===== config.mk =====
export PLATFORM = sky130hd
export DESIGN_NAME = alu_result_drain
export DESIGN_NICKNAME = d
export VERILOG_FILES = /design/src/rtl/alu_result_drain.sv
export SDC_FILE = /design/constraint.sdc
export NUM_CORES = 1
export LEC_CHECK = 0
export BUFFER_PORTS_ARGS = -buffer_cell sky130_fd_sc_hd__buf_2
export CAP_MARGIN = 5
export CORE_ASPECT_RATIO = 0.7
export CORE_MARGIN = 4
export CORE_UTILIZATION = 32
export DETAILED_ROUTE_END_ITERATION = 7
export GPL_ROUTABILITY_DRIVEN = 0
export PLACE_DENSITY = 0.5
export SYNTH_ARGS = -nofsm -noshare
export SYNTH_HDL_FRONTEND = slang
export SYNTH_SLANG_ARGS = --single-unit

===== constraint.sdc =====
create_clock -name clk -period 2.4 [get_ports clk]
set_input_delay 0.12 -clock clk [delete_from_list [all_inputs] [get_ports clk]]
set_output_delay 0.12 -clock clk [all_outputs]
set_load 0.01 [all_outputs]

===== src/rtl/alu_result_drain.sv =====
// rtl/alu_result_drain.sv - first-word-fall-through buffer draining ALU results to a consumer
//
// Purpose: buffers 32-bit ALU result words between the ALU result path
// (producer) and writeback or a debug port (consumer), so that ALU completion
// timing is decoupled from consumer stalls.
//
// Optional feature macro: RESULT_DRAIN_OVF_EN adds the sticky ovf output.
//
// Ports:
//   clk       rising-edge clock
//   rst_n     asynchronous active-low reset
//   flush     synchronous clear of all entries (and ovf)
//   wr_valid  producer offers wr_data
//   wr_data   ALU result word
//   wr_ready  buffer can accept (not full)
//   rd_valid  rd_data holds the oldest word (not empty)
//   rd_ready  consumer takes rd_data
//   rd_data   oldest stored word, zero when empty
//   level     number of stored words, 0..DEPTH
//   ovf       sticky "write offered while full" flag (RESULT_DRAIN_OVF_EN only)

module alu_result_drain #(
  parameter int DEPTH = 4,
  localparam int AW = $clog2(DEPTH)
) (
  input  logic          clk,
  input  logic          rst_n,
  input  logic          flush,
  input  logic          wr_valid,
  input  logic [31:0]   wr_data,
  output logic          wr_ready,
  output logic          rd_valid,
  input  logic          rd_ready,
  output logic [31:0]   rd_data,
`ifdef RESULT_DRAIN_OVF_EN
  output logic          ovf,
`endif
  output logic [AW:0]   level
);

  logic [31:0]   mem_q [DEPTH];
  logic [AW-1:0] wr_ptr_q, wr_ptr_d;
  logic [AW-1:0] rd_ptr_q, rd_ptr_d;
  logic [AW:0]   level_q, level_d;
  logic          do_wr, do_rd, mem_we;

  // Full/empty come from the registered level only, so wr_ready never looks
  // ahead to a same-cycle read and there is no wr_valid->rd_valid or
  // rd_ready->wr_ready combinational path.
  always_comb begin
    wr_ready = (level_q != (AW+1)'(DEPTH));
    rd_valid = (level_q != '0);
    do_wr    = wr_valid && wr_ready;
    do_rd    = rd_valid && rd_ready;
    mem_we   = do_wr && !flush;
    wr_ptr_d = wr_ptr_q;
    rd_ptr_d = rd_ptr_q;
    level_d  = level_q;
    if (flush) begin
      wr_ptr_d = '0;
      rd_ptr_d = '0;
      level_d  = '0;
    end else begin
      if (do_wr) wr_ptr_d = wr_ptr_q + AW'(1);
      if (do_rd) rd_ptr_d = rd_ptr_q + AW'(1);
      if (do_wr && !do_rd) level_d = level_q + (AW+1)'(1);
      else if (do_rd && !do_wr) level_d = level_q - (AW+1)'(1);
    end
  end

  always_ff @(posedge clk or negedge rst_n) begin
    if (!rst_n) begin
      wr_ptr_q <= '0;
      rd_ptr_q <= '0;
      level_q  <= '0;
    end else begin
      wr_ptr_q <= wr_ptr_d;
      rd_ptr_q <= rd_ptr_d;
      level_q  <= level_d;
    end
  end

  // Storage is deliberately not reset; stale contents are masked by rd_valid.
  always_ff @(posedge clk) begin
    if (mem_we) mem_q[wr_ptr_q] <= wr_data;
  end

  assign rd_data = rd_valid ? mem_q[rd_ptr_q] : 32'd0;
  assign level   = level_q;

`ifdef RESULT_DRAIN_OVF_EN
  logic ovf_q, ovf_d;

  // Flush beats a same-edge overflow event.
  always_comb begin
    ovf_d = ovf_q;
    if (flush) ovf_d = 1'b0;
    else if (wr_valid && !wr_ready) ovf_d = 1'b1;
  end

  always_ff @(posedge clk or negedge rst_n) begin
    if (!rst_n) ovf_q <= 1'b0;
    else        ovf_q <= ovf_d;
  end

  assign ovf = ovf_q;
`endif

endmodule


==> flow_metrics.py <==
metrics = {
    "sta": {
        "holdWs_ns": 0.0482,
        "fin_crit_sh_pct": 93.4,
        "finalSetupViolCount": 0,
        "worst_pin_slew_ns": 0.423,
        "clock.fmax_mhz": 446,
        "min_period_ns": 2.24,
        "finalMaxSlewViolations": 0,
        "grt_setup_unrepaired": "no",
        "tns_ns": 0,
        "finalHoldViolations": 0,
        "relSlewSlack_pct": 71.8,
        "clock_skew_ns": 0.00767,
    },
    "cts": {
        "clkTransAtPathRegs_ns": 0.06,
        "clockBufferDepth": 2,
        "cts_resized": 0,
        "clk_latency_ns": 0.41,
        "clockRootBuffer": "clkbuf_16",
        "cts_inserted_buffers": 17,
        "ctsHoldBuffers": 34,
        "cts_setup_buffers": 0,
        "cts_tree": "yes",
        "clock-sinks": 135,
        "h-tree-depth": 4,
    },
    "global_routing": {
        "grt_max_degree": 20,
        "grt.total_usage_pct": 12.3,
        "grt_pass1_wl_um": 17300,
        "grt_pass1_vias": 3037,
        "grt_overflow": 0,
        "antenna_found_initial": 0,
    },
    "finish": {
        "layout_common_cells": "edfxtp_1 (128), buf_2 (73), dlygate4sd3_1 (34)",
        "fillers": 1498,
        "final_common_cell": "edfxtp_1",
        "regArea_um2": 4020,
        "drive_above_1_share_pct": 39.3,
        "multi_input_area_um2": 1260,
        "area_growth_pct": 29.8,
        "num_antenna_cells": 0,
        "fin_nets": 434,
        "final_area_um2": 7050,
        "fin_util_pct": 42.7,
    },
    "logic_synthesis": {
        "synth_nets": 307,
        "yosys_warnings": 0,
        "yosysSeqAreaShare_pct": 74.1,
        "synth.avg_cell_area_um2": 20.5,
        "synth_area_leaders": "edfxtp_1 (71%), mux4_2 (12%), and2_1 (4.2%)",
        "synth_top_cell_by_area": "edfxtp_1",
        "syn_area_um2": 5430,
        "synth.distinct_cells": 32,
        "ys_seq_elements": 135,
        "synth_top_cell_area_share_pct": 70.8,
        "syn_inst": 265,
    },
    "hold_path": {
        "holdPathStages": 3,
        "hold-path-endpoint": "wr_ptr_q[1]$_DFFE_PN0P_",
        "hp-class": "primary input to flop",
        "hp-start": "wr_valid",
    },
    "worst_setup_path": {
        "endpoint_kind": "output port",
        "cp_cell_sequence": "buf_12, mux4_1, and2_1, buf_2",
        "worstPathMaxFanout": 15,
        "cp_slowest_cell": "dfrtp_2",
        "reg2reg_from": "level[1]$_DFFE_PN0P_",
        "worstSetupPathType": "flop to output port",
        "critPathArrivalTime_ns": 2.12,
        "r2r_cells": 6,
        "worstSetupStartpointType": "flop",
        "worst_ep_required_time_ns": 2.28,
        "ff2ff_setup_slack_ns": 0.17,
        "slowest_delay_ns": 0.59,
        "rr_endpoint": "level[2]$_DFFE_PN0P_",
    },
    "die": {
        "core_um2": 16500,
        "pin_count": 74,
        "num_rows": 39,
        "start_util_pct": 32.9,
        "dieArea_um2": 19100,
        "die_y_um": 117,
        "die_w_um": 164,
    },
    "place": {
        "portBuffers": 73,
        "dp_hpwl_um": 7160,
        "dpl_cell_area_um2": 6120,
    },
    "routing": {
        "dr.pass1.iters": 6,
        "vias_per_cell": 4.54,
        "routed_wl_um": 11100,
        "drtIter0Drc": 156,
        "wire_per_inst_um": 17.6,
        "route.detailed.drc": 0,
        "vias": 2858,
        "antenna_left": 0,
    },
    "flow_run": {
        "maxCapViolCount": 0,
    },
    "power": {
        "ir_drop_mv": 0.514,
        "p_leak_nw": 2.51,
        "power.density_nw_per_um2": 1030,
        "power.total_mw": 7.28,
    },
    "run_status": {
        "outcome": "finished, final reports clean",
    },
}
where the power goes:
group | total [mW] | internal, mW | switching, mW
Sequential | 2.80 | 2.72 | 0.0778
Combinational | 1.94 | 0.957 | 0.987
Clock | 2.54 | 1.48 | 1.06
synth_stat cells (all sizes together):
cell type,count
mux4,32
nor3,1
edfxtp,128
a221oi,1
o31ai,2
xor2,2
o311a,1
inv,7
o311ai,1
and3,1
a31o,1
nand3,2
nand2,1
o21ai,3
a21oi,2
mux2i,1
buf,10
ha,4
o21a,2
and2,36
dfrtp,7
nand3b,1
a211oi,1
clkbuf,6
nor2,8
nor3b,1
mux2,2
fa,1
kinds of logic after synthesis:
family	synth area share, %
buffers and inverters	2.79
AO/OA/AOI/OAI	1.94
flip-flops	74.1
XOR/XNOR	0.323
adder cells (fa/ha/maj)	1.29
multiplexers	14.2
AND/OR/NAND/NOR	5.44
critical path: cells and delay by family (launching register included):
kind,cells,cell delay (ns)
multiplexers,1,0.55
buffers and inverters,2,0.37
AND/OR/NAND/NOR,1,0.19
flip-flops,1,0.59
state kept, by name (all words and copies together), names as in the netlist:
signal / count
level: 3
rd_ptr_q: 2
wr_ptr_q: 2
mem_q: 128
through the flow:
stage	setup slack, ns	cells
detailed placement	0.207	564
global route	0.0258	630
global placement	0.259	564
CTS	0.100	630
floorplan	0.150	265
finish	0.158	630
area by class of cell:
| type | count | share of cell area (%) |
|---|---|---|
| repair buffers | 124 | 12.4 |
| multi-input cells | 107 | 17.9 |
| clock buffers | 17 | 6.04 |
| well taps | 225 | 4.00 |
| flip-flops and latches | 135 | 57.1 |
| clock inverters | 15 | 2.26 |
| inverters | 7 | 0.373 |
routing by layer:
metal / part of all wire [%] / routed length (um) / track usage [%]
met5: 0 / 0 / 0
met2: 46 / 5120 / 18.8
met1: 48 / 5310 / 16.6
met3: 5.5 / 606 / 5.01
met4: 0.51 / 57 / 3.18
how the worst max path moves through the flow:
stage,from,endpoint,slack (ns)
after floorplan,level[1]$_DFFE_PN0P_,level[2]$_DFFE_PN0P_,0.15
after global placement,level[1]$_DFFE_PN0P_,level[2]$_DFFE_PN0P_,0.26
after detailed placement,level[1]$_DFFE_PN0P_,level[2]$_DFFE_PN0P_,0.21
after CTS,rd_ptr_q[0]$_DFFE_PN0P_,rd_data[29],0.10
after global routing,rd_ptr_q[0]$_DFFE_PN0P_,rd_data[31],0.03
final,rd_ptr_q[0]$_DFFE_PN0P_,rd_data[29],0.16
Note: power is estimated with default switching activity, not from simulation.
